$ cat src/rtl/alu_seq.sv
// Registered ALU with valid/ready handshake, persistent PSR flags and a multi-cycle shift-add multiplier.
// Flags are {C,L,F,Z,N}; ADDC/SUBC consume the stored carry.
//
// state    | meaning
// IDLE     | waiting for an operation, in_ready=1
// MUL_BUSY | shift-add multiply in progress, one partial product per cycle
// DONE     | result/flags/out_err valid, held until out_ready
module alu_seq #(
  parameter int WIDTH = 16,
  parameter int IMM_W = 8,
  parameter int SHW   = 4
) (
  input  logic             clk,
  input  logic             rst_n,
  input  logic             in_valid,
  output logic             in_ready,
  input  logic [7:0]       opcode,
  input  logic [WIDTH-1:0] a,
  input  logic [WIDTH-1:0] b,
  output logic             out_valid,
  input  logic             out_ready,
  output logic [WIDTH-1:0] result,
  output logic [4:0]       flags,
  output logic             out_err
);

  localparam int FC = 4;
  localparam int FL = 3;
  localparam int FF = 2;
  localparam int FZ = 1;
  localparam int FN = 0;

  localparam logic [SHW:0]   WLIM     = (SHW+1)'(WIDTH);
  localparam logic [SHW-1:0] CNT_LAST = SHW'(WIDTH-1);

  typedef enum logic [1:0] {IDLE, MUL_BUSY, DONE} state_t;

  typedef enum logic [3:0] {
    K_AND, K_OR, K_XOR, K_ADD, K_ADDU, K_ADDC, K_SUB, K_SUBC,
    K_CMP, K_MOV, K_LUI, K_SHIFT, K_MUL, K_BAD
  } kind_t;

  state_t             state;
  kind_t              kind;
  logic [WIDTH-1:0]   bx;
  logic [WIDTH-1:0]   imm_s;
  logic [WIDTH-1:0]   imm_z;
  logic [WIDTH-1:0]   lui_val;
  logic               sh_reg;
  logic               sh_arith;
  logic               sh_left;
  logic [SHW:0]       sh_mag;
  logic [SHW:0]       samt;
  logic               cin;
  logic [WIDTH:0]     sum;
  logic [WIDTH:0]     diff;
  logic               ltu;
  logic               lts;
  logic               add_ovf;
  logic               sub_ovf;
  logic [WIDTH-1:0]   d_result;
  logic [4:0]         d_flags;
  logic               d_err;
  logic               d_mul;
  logic               accept;

  logic [2*WIDTH-1:0] mcand;
  logic [2*WIDTH-1:0] acc;
  logic [2*WIDTH-1:0] acc_nxt;
  logic [WIDTH-1:0]   mplier;
  logic [SHW-1:0]     cnt;

  function automatic logic [WIDTH-1:0] do_shift(input logic [WIDTH-1:0] v,
                                                input logic [SHW:0]     mag,
                                                input logic             left,
                                                input logic             arith);
    logic big;
    big = (mag >= WLIM);
    if (left)
      do_shift = big ? '0 : (v << mag);
    else if (arith)
      do_shift = big ? {WIDTH{v[WIDTH-1]}} : WIDTH'($signed(v) >>> mag);
    else
      do_shift = big ? '0 : (v >> mag);
  endfunction

  assign imm_s   = {{(WIDTH-IMM_W){b[IMM_W-1]}}, b[IMM_W-1:0]};
  assign imm_z   = {{(WIDTH-IMM_W){1'b0}}, b[IMM_W-1:0]};
  assign lui_val = {b[IMM_W-1:0], {(WIDTH-IMM_W){1'b0}}};

  // Opcode decode: upper nibble 0000 is register form, other nibbles carry an immediate in b.
  always_comb begin
    kind     = K_BAD;
    bx       = b;
    sh_reg   = 1'b0;
    sh_arith = 1'b0;
    casez (opcode)
      8'b0000_0001: kind = K_AND;
      8'b0000_0010: kind = K_OR;
      8'b0000_0011: kind = K_XOR;
      8'b0000_0101: kind = K_ADD;
      8'b0000_0110: kind = K_ADDU;
      8'b0000_0111: kind = K_ADDC;
      8'b0000_1001: kind = K_SUB;
      8'b0000_1010: kind = K_SUBC;
      8'b0000_1011: kind = K_CMP;
      8'b0000_1101: kind = K_MOV;
      8'b0000_1110: kind = K_MUL;
      8'b0001_????: begin kind = K_AND;  bx = imm_z; end
      8'b0010_????: begin kind = K_OR;   bx = imm_z; end
      8'b0011_????: begin kind = K_XOR;  bx = imm_z; end
      8'b0101_????: begin kind = K_ADD;  bx = imm_s; end
      8'b0110_????: begin kind = K_ADDU; bx = imm_s; end
      8'b0111_????: begin kind = K_ADDC; bx = imm_s; end
      8'b1001_????: begin kind = K_SUB;  bx = imm_s; end
      8'b1010_????: begin kind = K_SUBC; bx = imm_s; end
      8'b1011_????: begin kind = K_CMP;  bx = imm_s; end
      8'b1101_????: begin kind = K_MOV;  bx = imm_z; end
      8'b1111_????: kind = K_LUI;
      8'b1000_0100: begin kind = K_SHIFT; sh_reg = 1'b1; end
      8'b1000_0110: begin kind = K_SHIFT; sh_reg = 1'b1; sh_arith = 1'b1; end
      8'b1000_000?: kind = K_SHIFT;
      8'b1000_001?: begin kind = K_SHIFT; sh_arith = 1'b1; end
      default:      kind = K_BAD;
    endcase
  end

  // Register-form shifts take a signed amount; immediate forms take direction from opcode[0].
  always_comb begin
    samt = b[SHW:0];
    if (sh_reg) begin
      sh_left = ~samt[SHW];
      sh_mag  = samt[SHW] ? -samt : samt;
    end else begin
      sh_left = ~opcode[0];
      sh_mag  = {1'b0, b[SHW-1:0]};
    end
  end

  assign cin     = ((kind == K_ADDC) || (kind == K_SUBC)) ? flags[FC] : 1'b0;
  assign sum     = {1'b0, a} + {1'b0, bx} + {{WIDTH{1'b0}}, cin};
  assign diff    = {1'b0, a} - {1'b0, bx} - {{WIDTH{1'b0}}, cin};
  assign ltu     = (a < bx);
  assign lts     = ($signed(a) < $signed(bx));
  assign add_ovf = (a[WIDTH-1] == bx[WIDTH-1]) && (sum[WIDTH-1] != a[WIDTH-1]);
  assign sub_ovf = (a[WIDTH-1] != bx[WIDTH-1]) && (diff[WIDTH-1] != a[WIDTH-1]);

  always_comb begin
    d_result = '0;
    d_flags  = flags;
    d_err    = 1'b0;
    case (kind)
      K_AND: begin d_result = a & bx; d_flags[FZ] = ~|(a & bx); end
      K_OR:  begin d_result = a | bx; d_flags[FZ] = ~|(a | bx); end
      K_XOR: begin d_result = a ^ bx; d_flags[FZ] = ~|(a ^ bx); end
      K_ADD, K_ADDC: begin
        d_result    = sum[WIDTH-1:0];
        d_flags[FC] = sum[WIDTH];
        d_flags[FF] = add_ovf;
        d_flags[FZ] = ~|sum[WIDTH-1:0];
      end
      K_ADDU: d_result = sum[WIDTH-1:0];
      K_SUB, K_SUBC: begin
        d_result    = diff[WIDTH-1:0];
        d_flags[FC] = diff[WIDTH];
        d_flags[FF] = sub_ovf;
        d_flags[FZ] = ~|diff[WIDTH-1:0];
        d_flags[FL] = ltu;
        d_flags[FN] = lts;
      end
      K_CMP: begin
        d_flags[FZ] = (a == bx);
        d_flags[FL] = ltu;
        d_flags[FN] = lts;
      end
      K_MOV:   d_result = bx;
      K_LUI:   d_result = lui_val;
      K_SHIFT: d_result = do_shift(a, sh_mag, sh_left, sh_arith);
      K_MUL:   d_result = '0;
      default: d_err = 1'b1;
    endcase
  end

  assign d_mul    = (kind == K_MUL);
  assign in_ready = (state == IDLE) || ((state == DONE) && out_ready);
  assign accept   = in_valid && in_ready;
  assign acc_nxt  = acc + (mplier[0] ? mcand : '0);

  always_ff @(posedge clk or negedge rst_n) begin
    if (!rst_n) begin
      state     <= IDLE;
      out_valid <= 1'b0;
      result    <= '0;
      flags     <= '0;
      out_err   <= 1'b0;
      mcand     <= '0;
      mplier    <= '0;
      acc       <= '0;
      cnt       <= '0;
    end else if (accept) begin
      if (d_mul) begin
        state     <= MUL_BUSY;
        out_valid <= 1'b0;
        mcand     <= {{WIDTH{1'b0}}, a};
        mplier    <= b;
        acc       <= '0;
        cnt       <= CNT_LAST;
      end else begin
        state     <= DONE;
        out_valid <= 1'b1;
        result    <= d_result;
        flags     <= d_flags;
        out_err   <= d_err;
      end
    end else begin
      case (state)
        MUL_BUSY: begin
          acc    <= acc_nxt;
          mcand  <= mcand << 1;
          mplier <= mplier >> 1;
          cnt    <= cnt - 1'b1;
          // Last partial product folds straight into the result register.
          if (cnt == '0) begin
            state     <= DONE;
            out_valid <= 1'b1;
            result    <= acc_nxt[WIDTH-1:0];
            flags     <= {|acc_nxt[2*WIDTH-1:WIDTH], flags[FL], flags[FF],
                          ~|acc_nxt[WIDTH-1:0], flags[FN]};
            out_err   <= 1'b0;
          end
        end
        DONE: begin
          if (out_ready) begin
            state     <= IDLE;
            out_valid <= 1'b0;
          end
        end
        default: state <= IDLE;
      endcase
    end
  end

endmodule

$ cat config.mk
export PLATFORM = sky130hd
export DESIGN_NAME = alu_seq
export DESIGN_NICKNAME = d
export VERILOG_FILES = /design/src/rtl/alu_seq.sv
export SDC_FILE = /design/constraint.sdc
export NUM_CORES = 1
export LEC_CHECK = 0
export BUFFER_PORTS_ARGS = -buffer_cell sky130_fd_sc_hd__buf_2
export CORE_UTILIZATION = 50
export CTS_CLUSTER_DIAMETER = 120
export DETAILED_ROUTE_END_ITERATION = 10
export PLACE_DENSITY = 0.68
export SETUP_SLACK_MARGIN = 0.1
export SYNTH_ARGS = -nofsm -noshare
export SYNTH_HDL_FRONTEND = slang
export SYNTH_SLANG_ARGS = --single-unit
$ cat constraint.sdc
create_clock -name clk -period 4.6 [get_ports clk]
set_input_delay 0.46 -clock clk [delete_from_list [all_inputs] [get_ports clk]]
set_output_delay 0.46 -clock clk [all_outputs]
set_load 0.005 [all_outputs]
==> metrics.sh, run 1 <==
PERIOD_SHARE_PCT=97.5
CTS_HTREE_LEVELS=3
DRT_PASS1_ITERATIONS=5
SYNTH.AVG_CELL_AREA_UM2=7.84
YOSYS-TOP-CELLS-AREA='dfrtp_1 23%, ha_1 12%, nand2_1 5.8%'
GRT_START_MAX_NET_PINS=58
DETAILEDPLACEMENTHPWL_UM=35300
SYNTH_SEQUENTIAL_AREA_RATIO_PCT=22.5
FINISH.NET_COUNT=1841
MAXCAPVIOLCOUNT=0
STATIC-LEAKAGE-POWER_nW=6.46
CP_TOP_FAMILY='simple AND/OR/NAND/NOR gates'
DRT_ITER0_DRC=1451
FINALSETUPVIOLCOUNT=0
FINAL_TOTAL_NEGATIVE_SETUP_SLACK_NS=0
POST_DRT_WL_PER_CELL_UM=23.2
ENDPOINT_KIND='flip-flop'
CP_CELL_SEQUENCE='buf_8 > buf_12 > nor4_4 > nand3_2 > o22a_1 > o311ai_4 > a2111oi_4 > or2_4 > fa_1 > fa_1 > buf_4 > xnor2_1 > or3_1 > nor3_2 > nand4b_1 > nor4b_2 > buf_4 > nand3b_1 > nor4_1 > o21ai_1 > a31oi_1'
POWER.NET_SWITCHING_mW=1.60
POWER_FRAC_COMB_PCT=48.1
STDCELL_AREA_UM2=14200
DRIVE_ABOVE_1_SHARE_PCT=18.7
WHS_NS=0.157
NUMBER_OF_VIAS_IN_THE_ROUTED_LAYOUT=12948
SYNTH_AREA_UM2=12100
DIE-WIDTH_UM=158
CRITICAL_PATH.STARTPOINT='opcode[7]'
TRACK_USAGE_PCT=37.7
GRT-OVFL-TOTAL=0
FINAL_PERIOD_MINUS_WORST_SETUP_SLACK_NS=4.48
MET1WIRELENGTH_UM=19700
VDD_IR_DROP_MAX_uV=156
TIMING.CRITICAL_PATH.REQUIRED_NS=4.87
FIN_WORST_SKEW_NS=0.0129
R2R_END='flags[4]'
SETUP.WORST_PATH.END='flags[1]'
NETLIST-CELL-TYPE-COUNT=80
NUMBER_OF_ANTENNA_VIOLATIONS_AT_THE_FIRST_CHECK_IN_GLOBAL_ROUTING=0
PLACED_CELL_AREA_UM2=13600
DOMINANTREGCELLSYNTH='dfrtp_1'
CLOCK_SINKS=109
ROUTED.TOP_LAYER='met4'
CLK_PATH_BUF_DEPTH=2
CRITICAL_PATH.STARTPOINT_TYPE='input port'
SLOWEST_STAGE='fa_1'
CLOCKROOTBUFFER='clkbuf_16'
VIA_COUNT_OF_THE_FIRST_GLOBAL_ROUTING_PASS=12136
POST_SYNTHESIS_CELLS=1546
NUMBER_OF_SYNTHESIZED_REGISTER_BITS=109
ASYNC_RESET_FF_SHARE_PCT=100
CTS_TREE='yes'
INSTANCE_COUNT_AFTER_PLACEMENT_WITH_TAP_CELLS_INCLUDED=1971
SYN2LAYOUT_AREA_GROWTH_PCT=17.3
IO-PIN-COUNT=68
TIMING.FINAL.HOLD_VIOLATIONS=0
CRIT_PATH_MAX_FANOUT=5
STATUS='finished clean'
CRITICAL_PATH.MAX_STAGE_DELAY_NS=0.43
HOLD_CRIT_CLASS='input port to asynchronous set/reset pin'
SYNTHTOPCELLSBYCOUNT='188 x nand2_1, 125 x o21ai_0, 119 x nor2_1'
FF2FF_PATH_DEPTH=13
SYNTH_TOP_AREA_SHARE_PCT=22.5
REG2REG_SETUP_SLACK_NS=0.44
COREAREA_UM2=23600
PRECTSSETUPSLACK_NS=-0.257
ANTENNA-DIODE-COUNT=0
POWER_DENSITY_nW_PER_UM2=273
MET2_LENGTH_UM=20800
DIE_HEIGHT_UM=158
ROUTED_WIRELENGTH_UM=46400
SEQ_POWER_SHARE_PCT=32.0
FINALWEIGHTEDCONGESTION=1.03
DIEAREA_UM2=24900
PLACEMENTROWS=56
RSZ0062_AT_GRT='true'
WORSTREG2REGSTART='mplier[0]'
WORST_EP_ARRIVAL_NS=4.76
SETUP.WORST_PATH.CLASS='input port to flip-flop'
RELSLEWSLACK_PCT=16.6
VIAS_PER_CELL=6.47
SYNTHMOSTINSTANTIATEDCELL='nand2_1'
POWER.INTERNAL_mW=2.28
CLOCK_POWER_SHARE_PCT=19.9
NET_SWITCHING_SHARE_OF_THE_TOTAL_POWER_PCT=41.2
GRT_FIRST_PASS_WIRELENGTH_UM=71000
CTS_INSERTED_BUFFERS=9
ROUTE.ANTENNA.REMAINING_NETS=0
WORST_SETUP_HOLD_PATH_CLK_SLEW_NS=0.08
POST-SYNTH-TOP-AREA-CELL='dfrtp_1'
INSERTION_DELAY_NS=0.36
YOSYSWARNINGCOUNT=0
SYN-NUM-NETS=1711
TIMING_WORST_SLEW_PIN_VALUE_NS=1.24
DETAILROUTE.WIRELENGTH.MET3_UM=3550
START_UTIL_PCT=51.3
DRCVIOLATIONCOUNT=0
SYNTH_ENABLE_FLOP_CELLS=0
TIMING_MAX_TRANSITION_VIOLATIONS_FINAL=0
MAX_CLOCK_FREQ_MHz=223
PORT_BUFFERS=67
POST_LAYOUT_NONFILLER_INSTANCES=2000
CP.BUFFERS_INVERTERS=4
PATH_DEPTH=21
POST_ROUTE_WORST_SETUP_SLACK_NS=0.115
==> area by class of cell <==
type                            instances  area [um^2]
Sequential cell                       109         2730
Inverter                               76          285
Fill cell                            2273         9390
Tap cell                              319          399
Clock buffer                            9          225
Clock inverter                          7         57.6
Timing Repair Buffer                  207         1450
Multi-Input combinational cell       1273         9070
==> stage by stage <==
stage / util [%] / power (mW)
finish: 60.2 / 3.88
CTS: 59.1 / 3.80
global route: 60.2 / 4.11
global placement: 57.8 / 3.00
floorplan: - / 2.34
detailed placement: 57.8 / 3.02
==> per-layer routing <==
metal | up-vias | global-route usage (%)
li1 | 5966 | -
met3 | 118 | 5.45
met2 | 610 | 60.0
met4 | 0 | 17.9
met1 | 6254 | 50.4
met5 | - | 0
==> power by group through the flow <==
stage                     Sequential, mW  Combinational (mW)  Clock, mW
after global placement              1.25                1.75          0
final                               1.24                1.87      0.774
after global routing                1.26                2.03      0.819
after CTS                           1.24                1.78      0.781
after detailed placement            1.26                1.77          0
after floorplan                     1.22                1.13          0
==> kinds of logic after synthesis <==
kind of cell / count (synthesis) / share of synthesized area, %
adder cells (fa/ha/maj): 121 / 12.8
XOR/XNOR: 57 / 4.12
flip-flops: 109 / 22.5
AND/OR/NAND/NOR: 553 / 22.0
AO/OA/AOI/OAI: 488 / 26.1
multiplexers: 54 / 7.12
buffers and inverters: 164 / 5.42
==> state kept, by name, indices dropped and copies added (netlist names) <==
register and cells:
flags 5, out_err 1, mplier 16, out_valid 1, cnt 4, acc 32
mcand 32, state 2, result 16
==> cell usage in the layout (no fill, tap or decap), types with 19 or more instances in the layout <==
cell      instances
a21o_1           22
a21oi_1         105
a221oi_1         19
a22oi_1          21
a31oi_1          29
and2_1           42
buf_2            62
buf_4           136
dfrtp_1         109
ha_1            113
inv_1            72
mux2i_1          24
mux4_2           24
nand2_1         186
nand3_1          37
nand4_1          20
nor2_1          116
nor3_1           39
o21ai_0         121
xnor2_1          35
==> repair_timing <==
| item | CTS | global route |
|---|---|---|
| buffers inserted | 2 | 11 |
| pin swaps | 2 | 22 |
| hold buffers | 0 | 0 |
| setup endpoints to repair | 1 | 6 |
| endpoints found under the hold margin | 0 | 0 |
| resized for setup | 0 | 42 |
==> how the worst min path moves through the flow <==
stage	endpoint	slack, ns
after floorplan	acc[0]	0.16
after global placement	acc[13]	0.46
after detailed placement	mplier[3]	0.47
after CTS	acc[3]	0.21
after global routing	acc[3]	0.21
final	acc[4]	0.16
(Power assumes the default switching activity.)
==> inputs of run 2 (changes only) <==
--- a/config.mk
+++ b/config.mk
@@ -6,6 +6,7 @@
 export NUM_CORES = 1
 export LEC_CHECK = 0
 export BUFFER_PORTS_ARGS = -buffer_cell sky130_fd_sc_hd__buf_2
+export CORE_MARGIN = 3
 export CORE_UTILIZATION = 50
 export CTS_CLUSTER_DIAMETER = 120
 export DETAILED_ROUTE_END_ITERATION = 10
==> run 2 against run 1 <==
  * Count of clock-buffer cells in the layout unchanged
  * Critical endpoint is now flags[2]
  * Total power grew 2.0%
  * Maximum frequency fell by 2.2%
  * Critical path type unchanged
  * Clock skew grew 0.0081 ns
  * Sequential share of layout area about the same
  * Register-to-register slack better by 0.03 ns
  * Combinational power about the same
  * Largest cell class unchanged
  * Critical path depth up 2
==> metrics.sh, run 2 (synthesis results as in run 1) <==
GRTUSAGEMET1_PCT=48.3  # -2.0 points
CP_CELL_SEQUENCE='buf_2 > buf_4 > inv_1 > nand2_1 > o22a_1 > o311ai_2 > a2111oi_2 > or2_4 > inv_2 > fa_2 > inv_2 > ha_4 > o21ai_4 > a2111oi_4 > buf_4 > a2111oi_4 > o41ai_2 > a21o_1 > a21oi_2 > xnor2_2 > xnor2_1 > o22ai_1 > mux2_4'
NUMBER_OF_VIAS_IN_THE_ROUTED_LAYOUT=12965  # +0.13%
DIE_HEIGHT_UM=162  # +2.5%
DIE-WIDTH_UM=162  # +2.5%
DRT_ITER0_DRC=1377  # -5.1%
WORSTREG2REGSTART='mcand[0]'
FINAL_TOTAL_NEGATIVE_SETUP_SLACK_NS=0  # unchanged
CRITICAL_PATH.STARTPOINT='opcode[5]'
VDD_IR_DROP_MAX_uV=163  # +4.4%
LAYOUT.CORE_UTILIZATION_PCT=60.1  # -0.13 points
CLOCK_SINKS=109  # unchanged
CTS_TREE='yes'
FINAL_CELL_MIX='186 x nand2_1, 140 x buf_4, 122 x o21ai_0, 117 x nor2_1, 114 x ha_1'
DETAILEDPLACEMENTHPWL_UM=36300  # +2.9%
FINAL_POWER_mW=3.96  # +2.0%
TRACK_USAGE_PCT=35.7  # -2.1 points
GRT_FIRST_PASS_WIRELENGTH_UM=72300  # +1.8%
PERIOD_SHARE_PCT=99.7  # +2.2 points
ROUTE.ANTENNA.REMAINING_NETS=0  # unchanged
FIN_WORST_SKEW_NS=0.0210  # +0.00810 ns
POWER_DENSITY_nW_PER_UM2=279  # +2.2%
FINALWEIGHTEDCONGESTION=1.03  # +0.46%
ANTENNA-DIODE-COUNT=0  # unchanged
GRT_START_MAX_NET_PINS=43  # -26%
SEQ_POWER_SHARE_PCT=31.3  # -0.7 points
FILLER_CELL_COUNT=2210  # -2.8%
GRT_BUSIEST_LAYER='met2'
GLOBAL_ROUTE.USAGE.MET2_PCT=55.8  # -4.2 points
GLOBALROUTEMET3UTIL_PCT=5.87  # +0.42 points
CTS_HTREE_LEVELS=3  # unchanged
GRT-OVFL-TOTAL=0  # unchanged
CLK_PATH_BUF_DEPTH=2  # unchanged
INSERTION_DELAY_NS=0.37  # about the same
DIEAREA_UM2=26100  # +5.1%
HOLD_CRIT_CLASS='input port to asynchronous set/reset pin'
SLOWEST_STAGE='fa_2'
WORST_SETUP_HOLD_PATH_CLK_SLEW_NS=0.08  # about the same
CLOCKROOTBUFFER='clkbuf_16'
POWER.INTERNAL_mW=2.34  # +2.4%
COREAREA_UM2=23600  # unchanged
MULTI_INPUT_COMB_AREA_UM2=9030  # -0.50%
PLACEMENTROWS=56  # unchanged
FINISH.NET_COUNT=1844  # +0.16%
DRT_PASS1_ITERATIONS=6  # +1
ENDPOINT_KIND='flip-flop'
IO-PIN-COUNT=68  # unchanged
FF_LATCH_AREA_UM2=2730  # unchanged
STATIC-LEAKAGE-POWER_nW=6.46  # about the same
MAX_CLOCK_FREQ_MHz=218  # -2.2%
PRECTSSETUPSLACK_NS=-0.255  # +0.00184 ns
NUMBER_OF_ANTENNA_VIOLATIONS_AT_THE_FIRST_CHECK_IN_GLOBAL_ROUTING=0  # unchanged
SETUP.WORST_PATH.CLASS='input port to flip-flop'
TIMING.CRITICAL_PATH.REQUIRED_NS=4.84  # -0.03 ns
CTS_INSERTED_BUFFERS=9  # unchanged
POST_ROUTE_WORST_SETUP_SLACK_NS=0.0120  # -0.103 ns
TIMING.FINAL.HOLD_VIOLATIONS=0  # unchanged
POWER.NET_SWITCHING_mW=1.62  # +1.3%
CRIT_PATH_MAX_FANOUT=6  # +1
ROUTED_WIRELENGTH_UM=47600  # +2.7%
DRIVE_ABOVE_1_SHARE_PCT=18.5  # -0.21 points
STDCELL_AREA_UM2=14200  # -0.22%
MAXCAPVIOLCOUNT=0  # unchanged
PORT_BUFFERS=67  # unchanged
CLOCK_POWER_SHARE_PCT=21.4  # +1.5 points
LARGEST_REGISTERS='acc x32, mcand x32'
POST_CTS_HOLD_BUFFER_COUNT=0  # unchanged
WORST_EP_ARRIVAL_NS=4.83  # +0.07 ns
TIMING_WORST_SLEW_PIN_VALUE_NS=1.10  # -0.142 ns
FINALSETUPVIOLCOUNT=0  # unchanged
DRCVIOLATIONCOUNT=0  # unchanged
TIMING_MAX_TRANSITION_VIOLATIONS_FINAL=0  # unchanged
CRITICAL_PATH.STARTPOINT_TYPE='input port'
START_UTIL_PCT=51.3  # unchanged
POST_DRT_WL_PER_CELL_UM=23.8  # +2.5%
SYN2LAYOUT_AREA_GROWTH_PCT=17.1
PLACED_CELL_AREA_UM2=13700  # +0.18%
NET_SWITCHING_SHARE_OF_THE_TOTAL_POWER_PCT=40.9  # -0.28 points
STATUS='finished clean'
MOSTFREQUENTLAYOUTCELL='nand2_1'
VIA_COUNT_OF_THE_FIRST_GLOBAL_ROUTING_PASS=12127  # -0.074%
VIAS_PER_CELL=6.47  # about the same
RELSLEWSLACK_PCT=26.1  # +9.5 points
POWER_FRAC_COMB_PCT=47.3  # -0.8 points
CRITICAL_PATH.MAX_STAGE_DELAY_NS=0.60  # +0.17 ns
RSZ0062_AT_GRT='true'
FINAL_PERIOD_MINUS_WORST_SETUP_SLACK_NS=4.59  # +0.103 ns
[run 2: cell type report]
type / count / area share [%]
multi-input combinational: 1273 / 63.6
sequential: 109 / 19.2
timing repair buffer: 210 / 10.1
tap: 319 / 2.81
inverter: 76 / 2.01
clock buffer: 9 / 1.59
clock inverter: 7 / 0.644
[run 2: repair_timing]
| action | CTS | global route |
|---|---|---|
| gates resized for setup | 0 | 23 |
| hold endpoints to repair | 0 | 0 |
| pin swaps | 1 | 19 |
| setup buffers | 0 | 11 |
| setup endpoints to repair | 1 | 6 |
[run 2: critical path, delay by kind of cell]
kind,cells,cell delay [ns]
fa+ha+maj,2,0.76
compound gates,10,2.07
xor+xnor,2,0.32
mux,1,0.27
buf+inv,6,0.66
simple gates,2,0.28
[run 2: path summary, 6_finish.rpt]
path	depth (start not counted)	slack [ns]	to
hold reg to reg	2	0.49	acc[13]
hold / removal	1	0.12	acc[1]
min in group clk	3	0.31	mplier[15]
setup reg to reg	13	0.47	flags[4]
setup / recovery	23	0.01	flags[2]
max in group asynchronous	2	3.52	mplier[7]
[run 2: per-layer routing]
metal  vias to the layer above  routed length [um]
li1                       5978                   -
met5                         -                   0
met3                       139                3640
met4                         0                2600
met1                      6223               20200
met2                       625               21100
[run 2: stage by stage]
| stage | hold WS [ns] | cells |
|---|---|---|
| finish | 0.117 | 2003 |
| global placement | 0.464 | 1976 |
| CTS | 0.116 | 1992 |
| floorplan | 0.164 | 1546 |
| detailed placement | 0.464 | 1976 |
| global route | 0.144 | 2003 |
[run 2: power by group through the flow]
stage | Combinational (mW) | Clock (mW) | Sequential (mW)
finish | 1.87 | 0.848 | 1.24
global route | 2.03 | 0.892 | 1.26
CTS | 1.79 | 0.861 | 1.24
detailed placement | 1.78 | 0 | 1.25
global placement | 1.76 | 0 | 1.25
floorplan | 1.13 | 0 | 1.22
